<file path="config.mk">
export PLATFORM = sky130hd
export DESIGN_NAME = stereo_offset_calibrator
export DESIGN_NICKNAME = d
export VERILOG_FILES = /design/src/rtl/stereo_pkg.sv /design/src/rtl/offset_adjuster.sv /design/src/rtl/stereo_offset_calibrator.sv
export SDC_FILE = /design/constraint.sdc
export NUM_CORES = 1
export LEC_CHECK = 0
export CAP_MARGIN = 10
export CORE_ASPECT_RATIO = 1.1
export CORE_MARGIN = 2
export CORE_UTILIZATION = 33
export CTS_CLUSTER_SIZE = 12
export DETAILED_ROUTE_END_ITERATION = 16
export PLACE_DENSITY_LB_ADDON = 0.25
export SYNTH_ARGS = -nofsm -noshare
export SYNTH_HDL_FRONTEND = slang
export SYNTH_SLANG_ARGS = --single-unit
</file>
<file path="constraint.sdc">
create_clock -name CLK -period 3.9 [get_ports CLK]
set_clock_uncertainty 0.2 [all_clocks]
set_input_delay 1.17 -clock CLK [delete_from_list [all_inputs] [get_ports CLK]]
set_output_delay 1.17 -clock CLK [all_outputs]
set_load 0.01 [all_outputs]
</file>
<file path="src/rtl/stereo_pkg.sv">
// Shared geometry, width constants and offset type for the stereo offset calibrator.
package stereo_pkg;

  localparam int IMG_W_DEF  = 320;
  localparam int IMG_H_DEF  = 240;
  localparam int ROW_W_DEF  = 8;
  localparam int COL_W_DEF  = 9;
  localparam int ADDR_W_DEF = 17;
  localparam int OFS_W_DEF  = 8;

  typedef logic signed [OFS_W_DEF-1:0] ofs_t;

  function automatic int max2(input int a, input int b);
    return (a > b) ? a : b;
  endfunction

endpackage

</file>
<file path="src/rtl/offset_adjuster.sv">
// Tick-gated saturating signed up/down counter with a synchronous-priority clear.
module offset_adjuster #(
  parameter int OFS_W = 8,
  parameter int MAX   = 15
) (
  input  logic                    clk_i,
  input  logic                    rst_i,
  input  logic                    tick_i,
  input  logic                    up_i,
  input  logic                    down_i,
  input  logic                    clr_i,
  output logic signed [OFS_W-1:0] ofs_o
);

  localparam logic signed [OFS_W-1:0] MAX_V = OFS_W'(MAX);
  localparam logic signed [OFS_W-1:0] ONE_V = OFS_W'(1);

  logic signed [OFS_W-1:0] ofs_q, ofs_d;

  always_comb begin
    ofs_d = ofs_q;
    // Clear beats any button activity in the same cycle.
    if (clr_i) begin
      ofs_d = '0;
    end else if (tick_i && up_i && !down_i && (ofs_q < MAX_V)) begin
      ofs_d = ofs_q + ONE_V;
    end else if (tick_i && down_i && !up_i && (ofs_q > -MAX_V)) begin
      ofs_d = ofs_q - ONE_V;
    end
  end

  always_ff @(posedge clk_i or posedge rst_i) begin
    if (rst_i) ofs_q <= '0;
    else       ofs_q <= ofs_d;
  end

  assign ofs_o = ofs_q;

endmodule

</file>
<file path="src/rtl/stereo_offset_calibrator.sv">
// Left/right frame-buffer address generator with push-button calibrated right-camera offsets.
module stereo_offset_calibrator
  import stereo_pkg::*;
#(
  parameter int IMG_W          = IMG_W_DEF,
  parameter int IMG_H          = IMG_H_DEF,
  parameter int ROW_W          = ROW_W_DEF,
  parameter int COL_W          = COL_W_DEF,
  parameter int ADDR_W         = ADDR_W_DEF,
  parameter int OFS_W          = OFS_W_DEF,
  parameter int MAX_ROW_OFS    = 15,
  parameter int MAX_COL_OFS    = 127,
  parameter int TICK_DIV       = 65536,
  parameter bit LATCH_ON_FRAME = 1'b1
) (
  input  logic              CLK,
  input  logic              RST,
  input  logic              pix_valid_in,
  input  logic [ROW_W-1:0]  pix_row_in,
  input  logic [COL_W-1:0]  pix_col_in,
  input  logic              frame_start,
  input  logic              row_up,
  input  logic              row_down,
  input  logic              col_up,
  input  logic              col_down,
  input  logic              center,
  output logic [ADDR_W-1:0] addr_left_out,
  output logic [ADDR_W-1:0] addr_right_out,
  output logic              right_in_frame,
  output logic              pix_valid_out,
  output logic [OFS_W-1:0]  row_ofs_out,
  output logic [OFS_W-1:0]  col_ofs_out
);

  localparam int PS_W = (TICK_DIV > 1) ? $clog2(TICK_DIV) : 1;
  // Wide enough that row/col plus any offset never wraps.
  localparam int CW   = max2(ROW_W, COL_W) + 2;
  localparam logic signed [CW-1:0] IMG_W_S = CW'(IMG_W);
  localparam logic signed [CW-1:0] IMG_H_S = CW'(IMG_H);

  logic [PS_W-1:0] ps_q, ps_d;
  logic            tick;

  always_comb begin
    tick = (ps_q == PS_W'(TICK_DIV - 1));
    ps_d = tick ? '0 : ps_q + PS_W'(1);
  end

  always_ff @(posedge CLK or posedge RST) begin
    if (RST) ps_q <= '0;
    else     ps_q <= ps_d;
  end

  logic signed [OFS_W-1:0] row_work, col_work;
  logic signed [OFS_W-1:0] row_app, col_app;

  offset_adjuster #(.OFS_W(OFS_W), .MAX(MAX_ROW_OFS)) u_row_adj (
    .clk_i (CLK),
    .rst_i (RST),
    .tick_i(tick),
    .up_i  (row_up),
    .down_i(row_down),
    .clr_i (center),
    .ofs_o (row_work)
  );

  offset_adjuster #(.OFS_W(OFS_W), .MAX(MAX_COL_OFS)) u_col_adj (
    .clk_i (CLK),
    .rst_i (RST),
    .tick_i(tick),
    .up_i  (col_up),
    .down_i(col_down),
    .clr_i (center),
    .ofs_o (col_work)
  );

  generate
    if (LATCH_ON_FRAME) begin : g_latch
      logic signed [OFS_W-1:0] row_app_q, col_app_q;
      // Captures the pre-tick working value, so a coincident tick lands next frame.
      always_ff @(posedge CLK or posedge RST) begin
        if (RST) begin
          row_app_q <= '0;
          col_app_q <= '0;
        end else if (center) begin
          row_app_q <= '0;
          col_app_q <= '0;
        end else if (frame_start) begin
          row_app_q <= row_work;
          col_app_q <= col_work;
        end
      end
      assign row_app = row_app_q;
      assign col_app = col_app_q;
    end else begin : g_direct
      assign row_app = row_work;
      assign col_app = col_work;
    end
  endgenerate

  logic signed [CW-1:0] rr, rc;
  logic                 in_frame_d;
  logic [ADDR_W-1:0]    addr_left_d, addr_right_d;

  always_comb begin
    rr           = $signed(CW'(pix_row_in)) + CW'(row_app);
    rc           = $signed(CW'(pix_col_in)) + CW'(col_app);
    in_frame_d   = !rr[CW-1] && (rr < IMG_H_S) && !rc[CW-1] && (rc < IMG_W_S);
    addr_left_d  = ADDR_W'(pix_row_in) * ADDR_W'(IMG_W) + ADDR_W'(pix_col_in);
    addr_right_d = '0;
    if (in_frame_d) begin
      addr_right_d = ADDR_W'($unsigned(rr)) * ADDR_W'(IMG_W) + ADDR_W'($unsigned(rc));
    end
  end

  logic [ADDR_W-1:0] addr_left_q, addr_right_q;
  logic              in_frame_q, valid_q;

  always_ff @(posedge CLK or posedge RST) begin
    if (RST) begin
      addr_left_q  <= '0;
      addr_right_q <= '0;
      in_frame_q   <= 1'b0;
      valid_q      <= 1'b0;
    end else begin
      addr_left_q  <= addr_left_d;
      addr_right_q <= addr_right_d;
      in_frame_q   <= in_frame_d;
      valid_q      <= pix_valid_in;
    end
  end

  assign addr_left_out  = addr_left_q;
  assign addr_right_out = addr_right_q;
  assign right_in_frame = in_frame_q;
  assign pix_valid_out  = valid_q;
  assign row_ofs_out    = row_app;
  assign col_ofs_out    = col_app;

endmodule

</file>
# After elaboration in Yosys (flattened, before gate mapping)
# Cells that the tools add are included.
[totals] regBits=84 elab_cells=63
[classes] n_lt_le_gt_ge=6 n_mux=12 mul=2 n_reduce_logical=24 addsub=9 n_eq_ne=1
[ops] operator="8-bit 2-to-1 mux" n=10
[ops] operator="17-bit by 11-bit adder with 17-bit output" n=1
[ops] operator="17-bit by 9-bit adder with 17-bit output" n=1
[ops] operator="17-bit 2-to-1 mux" n=1
[ops] operator="16-bit by 1-bit adder with 16-bit output, second input constant" n=1
[ops] operator="8-bit by 2-bit adder with 8-bit output, second input constant" n=2
[ops] operator="16-bit == test, second input constant" n=1
[ops] operator="16-bit 2-to-1 mux" n=1
[ops] operator="8-bit by 2-bit subtractor with 8-bit output, second input constant" n=2
[ops] operator="1-bit logical AND" n=15
[ops] operator="10-bit by 8-bit adder with 11-bit output" n=1
[ops] operator="11-bit by 10-bit < comparator with 1-bit output, second input constant" n=1
[ops] operator="11-bit by 3-bit multiplier with 11-bit output, second input constant" n=1
[ops] operator="8-bit by 3-bit multiplier with 11-bit output, second input constant" n=1
[ops] operator="9-bit by 8-bit adder with 10-bit output" n=1
[ops] operator="10-bit by 9-bit < comparator with 1-bit output, second input constant" n=1
[ops] operator="8-bit by 5-bit > comparator with 1-bit output, second input constant" n=1
[ops] operator="8-bit > comparator, second input constant" n=1
[ops] operator="8-bit by 5-bit < comparator with 1-bit output, second input constant" n=1
[ops] operator="8-bit < comparator, second input constant" n=1
[ops] operator="1-bit zero test" n=6
[ops] operator="3-bit nonzero test" n=2
[ops] operator="2-bit nonzero test" n=1

# Logic depth before layout (Yosys ltp)
[logic_depth] word_depth=7 mapped_depth=18 depth_no_buf=18

# Hierarchy
# Synthesis repeated with hierarchy kept, for this count alone.
[unflattened] hier_cells=622 area_unflattened_um2=6202.2
[modules_own_cells] mod="stereo_offset_calibrator" instances=1 area_each_um2=4752.1 seq_area_each_um2=1701.6 cells_each=463
[modules_own_cells] mod="offset_adjuster at u_row_adj" instances=1 area_each_um2=740.7 seq_area_each_um2=200.2 cells_each=84
[modules_own_cells] mod="offset_adjuster at u_col_adj" instances=1 area_each_um2=709.4 seq_area_each_um2=200.2 cells_each=75

# Worst setup path after synthesis
# OpenSTA, ideal clock, no wires.
[synth_path] kind="input to register" start="input port pix_row_in[0]" end="register addr_right_q[16] (netlist: addr_right_out[16])" n_path_buf=0 setup_slack_ps=-807 path_stages=18 t_arrival_ps=4434 required_time_ps=3626 setup_ps=74 cell_sequence="ha_1 inv_1 fa_1 nor2b_1 o21a_1 nor2_1 xnor2_1 xnor2_1 fa_1 inv_1 ha_1 nand2_1 o21ai_0 nand2_1 nor2_1 nand4b_1 xnor3_1 nor2_1"
[synth_between] elab_chain_cells=6 word_cells_on_any_way=9 cone_classes="2 x add/sub; 1 x mul; 1 x order compare; 1 x mux; 4 x reduce/logical"
[synth_rtl] item="start, declared" line="stereo_offset_calibrator.sv:19" source="input logic [ROW_W-1:0] pix_row_in,"
[synth_rtl] item="9-bit by 8-bit adder with 10-bit output (*)" line="stereo_offset_calibrator.sv:106" source="rr = $signed(CW'(pix_row_in)) + CW'(row_app);"
[synth_rtl] item="parallel branches: the longest is 4 deep, another holds 17-bit by 11-bit adder with 17-bit output"
[synth_rtl] item="17-bit 2-to-1 mux (*)" line="stereo_offset_calibrator.sv:111" source="if (in_frame_d) begin"
[synth_rtl] item="via addr_right_d[16]" line="stereo_offset_calibrator.sv:103" source="logic [ADDR_W-1:0] addr_left_d, addr_right_d;"
[synth_rtl] item="end signal, assigned" line="stereo_offset_calibrator.sv:127" source="addr_right_q <= addr_right_d;"
[synth_rtl] item="end, declared" line="stereo_offset_calibrator.sv:116" source="logic [ADDR_W-1:0] addr_left_q, addr_right_q;"
# Mark *: on every way through the listed nets, which the timed path passes.
# A chain may end at the register's enable or synchronous reset.

# Final worst setup path
# Ends and elaborated chain as after synthesis.

==> flow_summary.yaml <==
synthesis:
  synth.distinct_cells: 70
  netlist_area_um2: 5870
  synthXorXnorAreaFrac_pct: 10.4
  synthCells: 586
  ys_warn_count: 0
  async_flop_share_pct: 100
  synth_fp_nets: 685
  ys_ff_latch: 84
  synthMuxAreaShare_pct: 3.28
  synthAdderAreaFrac_pct: 16.6
  synthSimpleGateAreaFrac_pct: 15.3
  synth_compound_area_share_pct: 15.0
  synth_top_family_by_area: "adder cells"
  synth_edf_count: 0
  syn_area_per_cell_um2: 10.0
  yosysSeqAreaShare_pct: 35.8
  synth_ff_type: "dfrtp_1"
outcome:
  status: "finished, violations left"
  violations: "setup timing"
floorplan:
  dieArea_um2: 18900
  start_util_pct: 33.4
  die_x_um: 131
  rows: 51
  ios: 78
  die_h_um: 144
  coreArea_um2: 17500
worst_hold_path:
  min_from: "ps_q[0]"
  hold_path_class: "reg -> reg"
  whs_endpoint: "ps_q[0]"
  whs_path_depth: 1
cells_and_area:
  num-fill-cells: 1592
  area.growth.synth_to_final_pct: 46.8
  layout_commonest_cell: "buf_4"
  drive_above_1_share_pct: 31.5
  finish.instance_area_um2: 8610
  fin_nets: 891
  final_cell_mix: "123 x buf_4, 84 x dfrtp_1, 67 x clkdlybuf4s50_1"
  n_antenna_cell: 0
worst_setup_path:
  endpoint_kind: "flip-flop"
  path_max_fanout: 3
  cp_slowest_stage_delay_ps: 270
  cp-start-kind: "input pin"
  cp.required_ps: 3970
  rr_worst_depth: 18
  regToRegStartpoint: "row_ofs_out[0]"
  critPathTopFamily: "compound AO/OA/AOI/OAI gates"
  crit_slowest_cell: "or2_4"
  worst_ep_arrival_time_ps: 4280
  cp.buffers_inverters: 2
  crit_type: "in -> reg"
  r2r-end: "addr_right_out[16]"
  crit_path_cell_trace: "buf_8 -> ha_4 -> inv_2 -> fa_2 -> nor2b_1 -> o21a_1 -> o211a_1 -> or2_4 -> o2111a_1 -> nor3_2 -> xnor2_1 -> ha_1 -> nor2b_4 -> a22oi_2 -> o21ai_2 -> a211oi_2 -> nand4b_1 -> xnor3_1 -> nor2_1"
  rrSetupSlack_ps: 130
timing:
  finalCriticalPeriod_ps: 4210
  final-max-slew-violation-count: 0
  max_freq_ghz: 0.238
  finalHoldViolations: 0
  period_share_pct: 108
  rsz0062_at_grt: "true"
  setup_viol: 6
  slew_headroom_pct: 44.8
  setup_ws_ps: -309
  worstMarginPinSlew_ps: 828
clocking:
  cts_buffers: 9
  cts_tree: "done"
  cts_root_buf: "clkbuf_16"
  clockBufferDepth: 2
  h-tree-depth: 3
  hold_buffers: 0
  clk_pin_slew_ps: 60
  cts.sinks: 84
  clock_latency_ps: 350
power_and_ir_drop:
  leakagePower_nw: 4.04
  power_mw: 2.44
  p_per_area_nw_per_um2: 283
  irDropWorstVdd_mv: 0.207
routing:
  first_pass_iters: 4
  wirelength_mm: 14.2
  num_vias: 4844
  ant_nets: 0
  wire_per_inst_um: 13.7
  vias_per_cell: 4.68
  drc: 0
  first_iter_violations: 197
global_route:
  grt_max_degree: 46
  grt_pass1_vias: 5019
  grt_overflow: 0
  grtUsageTotal_pct: 15.5
  grt_pass1_wl_mm: 23.9
  antenna_found_initial: 0
place:
  place_congestion: 0.836
  dp_hpwl_mm: 11.1
  pre_cts_ws_ps: -1170
  io_buffers: 77
  placed_area_um2: 7870
run:
  cap_violations: 0
synth_stat cells (all sizes together) (5+ instances only):
library cell,number,area share [%]
a22o,6,0.90
a21o,12,1.5
xnor2,45,6.7
nand2,26,1.7
fa,8,2.7
inv,42,2.7
nor3b,8,1.2
a211oi,10,1.7
nand3,9,0.85
buf,5,0.64
dfrtp,84,36
o21bai,10,1.3
nand2b,5,0.53
and2,5,0.53
xor2,22,3.3
nor2,71,5.0
nor2b,9,1.1
nor3,13,1.3
mux2i,17,2.9
clkbuf,5,0.34
ha,65,14
a21oi,27,2.4
o21ai,31,2.6
cell type report:
class                           count  area [um2]  area share, %
Clock inverter                      3        21.3          0.247
Multi-Input combinational cell    450        4010           46.5
Timing Repair Buffer              205        1770           20.5
Clock buffer                       13         260           3.02
Inverter                           42         159           1.84
Sequential cell                    84        2100           24.4
Tap cell                          238         298           3.46
stage by stage:
stage	std cells	utilization, %	hold WS [ps]	setup TNS [ps]
2_1_floorplan	586	-	238	-1280
3_3_place_gp	1007	44.9	253	-13630
3_5_place_dp	1007	44.9	259	-14090
4_1_cts	1032	48.3	270	-892
5_1_grt	1035	49.1	313	-2030
6_report	1035	49.1	279	-881
routing by layer:
layer  GRT usage (%)  vias to the layer above  wire length, um
met5               0                        -                0
met4            3.60                        0              153
met3            3.14                       10              368
met2            28.5                       48             7400
met1            18.9                     2321             6250
li1                -                     2465                -
kinds of logic after synthesis:
| logic type | Yosys count |
|---|---|
| AND/OR/NAND/NOR | 169 |
| adder cells (fa/ha/maj) | 73 |
| AO/OA/AOI/OAI | 121 |
| XOR/XNOR | 68 |
| flip-flops | 84 |
| multiplexers | 19 |
| buffers and inverters | 52 |
what timing repair did:
item                                    CTS  global route
buffers inserted                         10             3
resized for setup                        64            27
pin swaps                                34            11
cloned                                    0             0
endpoints found under the setup margin   18            18
power breakdown:
| part | leakage (nW) | internal [mW] | switching, mW | total, mW |
|---|---|---|---|---|
| registers | 1.10 | 0.926 | 0.0135 | 0.939 |
| logic | 2.81 | 0.371 | 0.296 | 0.667 |
| clock network | 0.136 | 0.467 | 0.362 | 0.829 |
worst register-to-register path: stages, from the launching register on:
cell	delay [ps]
dfrtp_1	450
ha_4	200
inv_2	50
fa_2	210
nor2b_1	50
o21a_1	200
o211a_1	250
or2_4	280
o2111a_1	260
nor3_2	120
xnor2_1	140
ha_1	270
nor2b_4	140
a22oi_2	170
o21ai_2	80
a211oi_2	160
nand4b_1	150
xnor3_1	220
nor2_1	100
worst max path at each step:
| stage | from | to | slack [ps] | depth (start not counted) |
|---|---|---|---|---|
| after floorplan | pix_row_in[0] | addr_right_out[16] | -430 | 18 |
| after global placement | pix_row_in[0] | addr_right_out[16] | -1060 | 19 |
| after detailed placement | pix_row_in[0] | addr_right_out[16] | -1170 | 19 |
| after CTS | pix_row_in[0] | addr_right_out[16] | -370 | 19 |
| after global routing | pix_row_in[0] | addr_right_out[16] | -510 | 20 |
| final | pix_row_in[0] | addr_right_out[16] | -310 | 19 |
registers in the layout, indices dropped and copies added, names as in the netlist:
| register | cells |
|---|---|
| addr_right_out | 17 |
| ps_q | 16 |
| row_ofs_out | 8 |
| u_row_adj.ofs_o | 8 |
| pix_valid_out | 1 |
| addr_left_out | 17 |
| col_ofs_out | 8 |
| u_col_adj.ofs_o | 8 |
| right_in_frame | 1 |
Power figures use the tool's default switching activity.
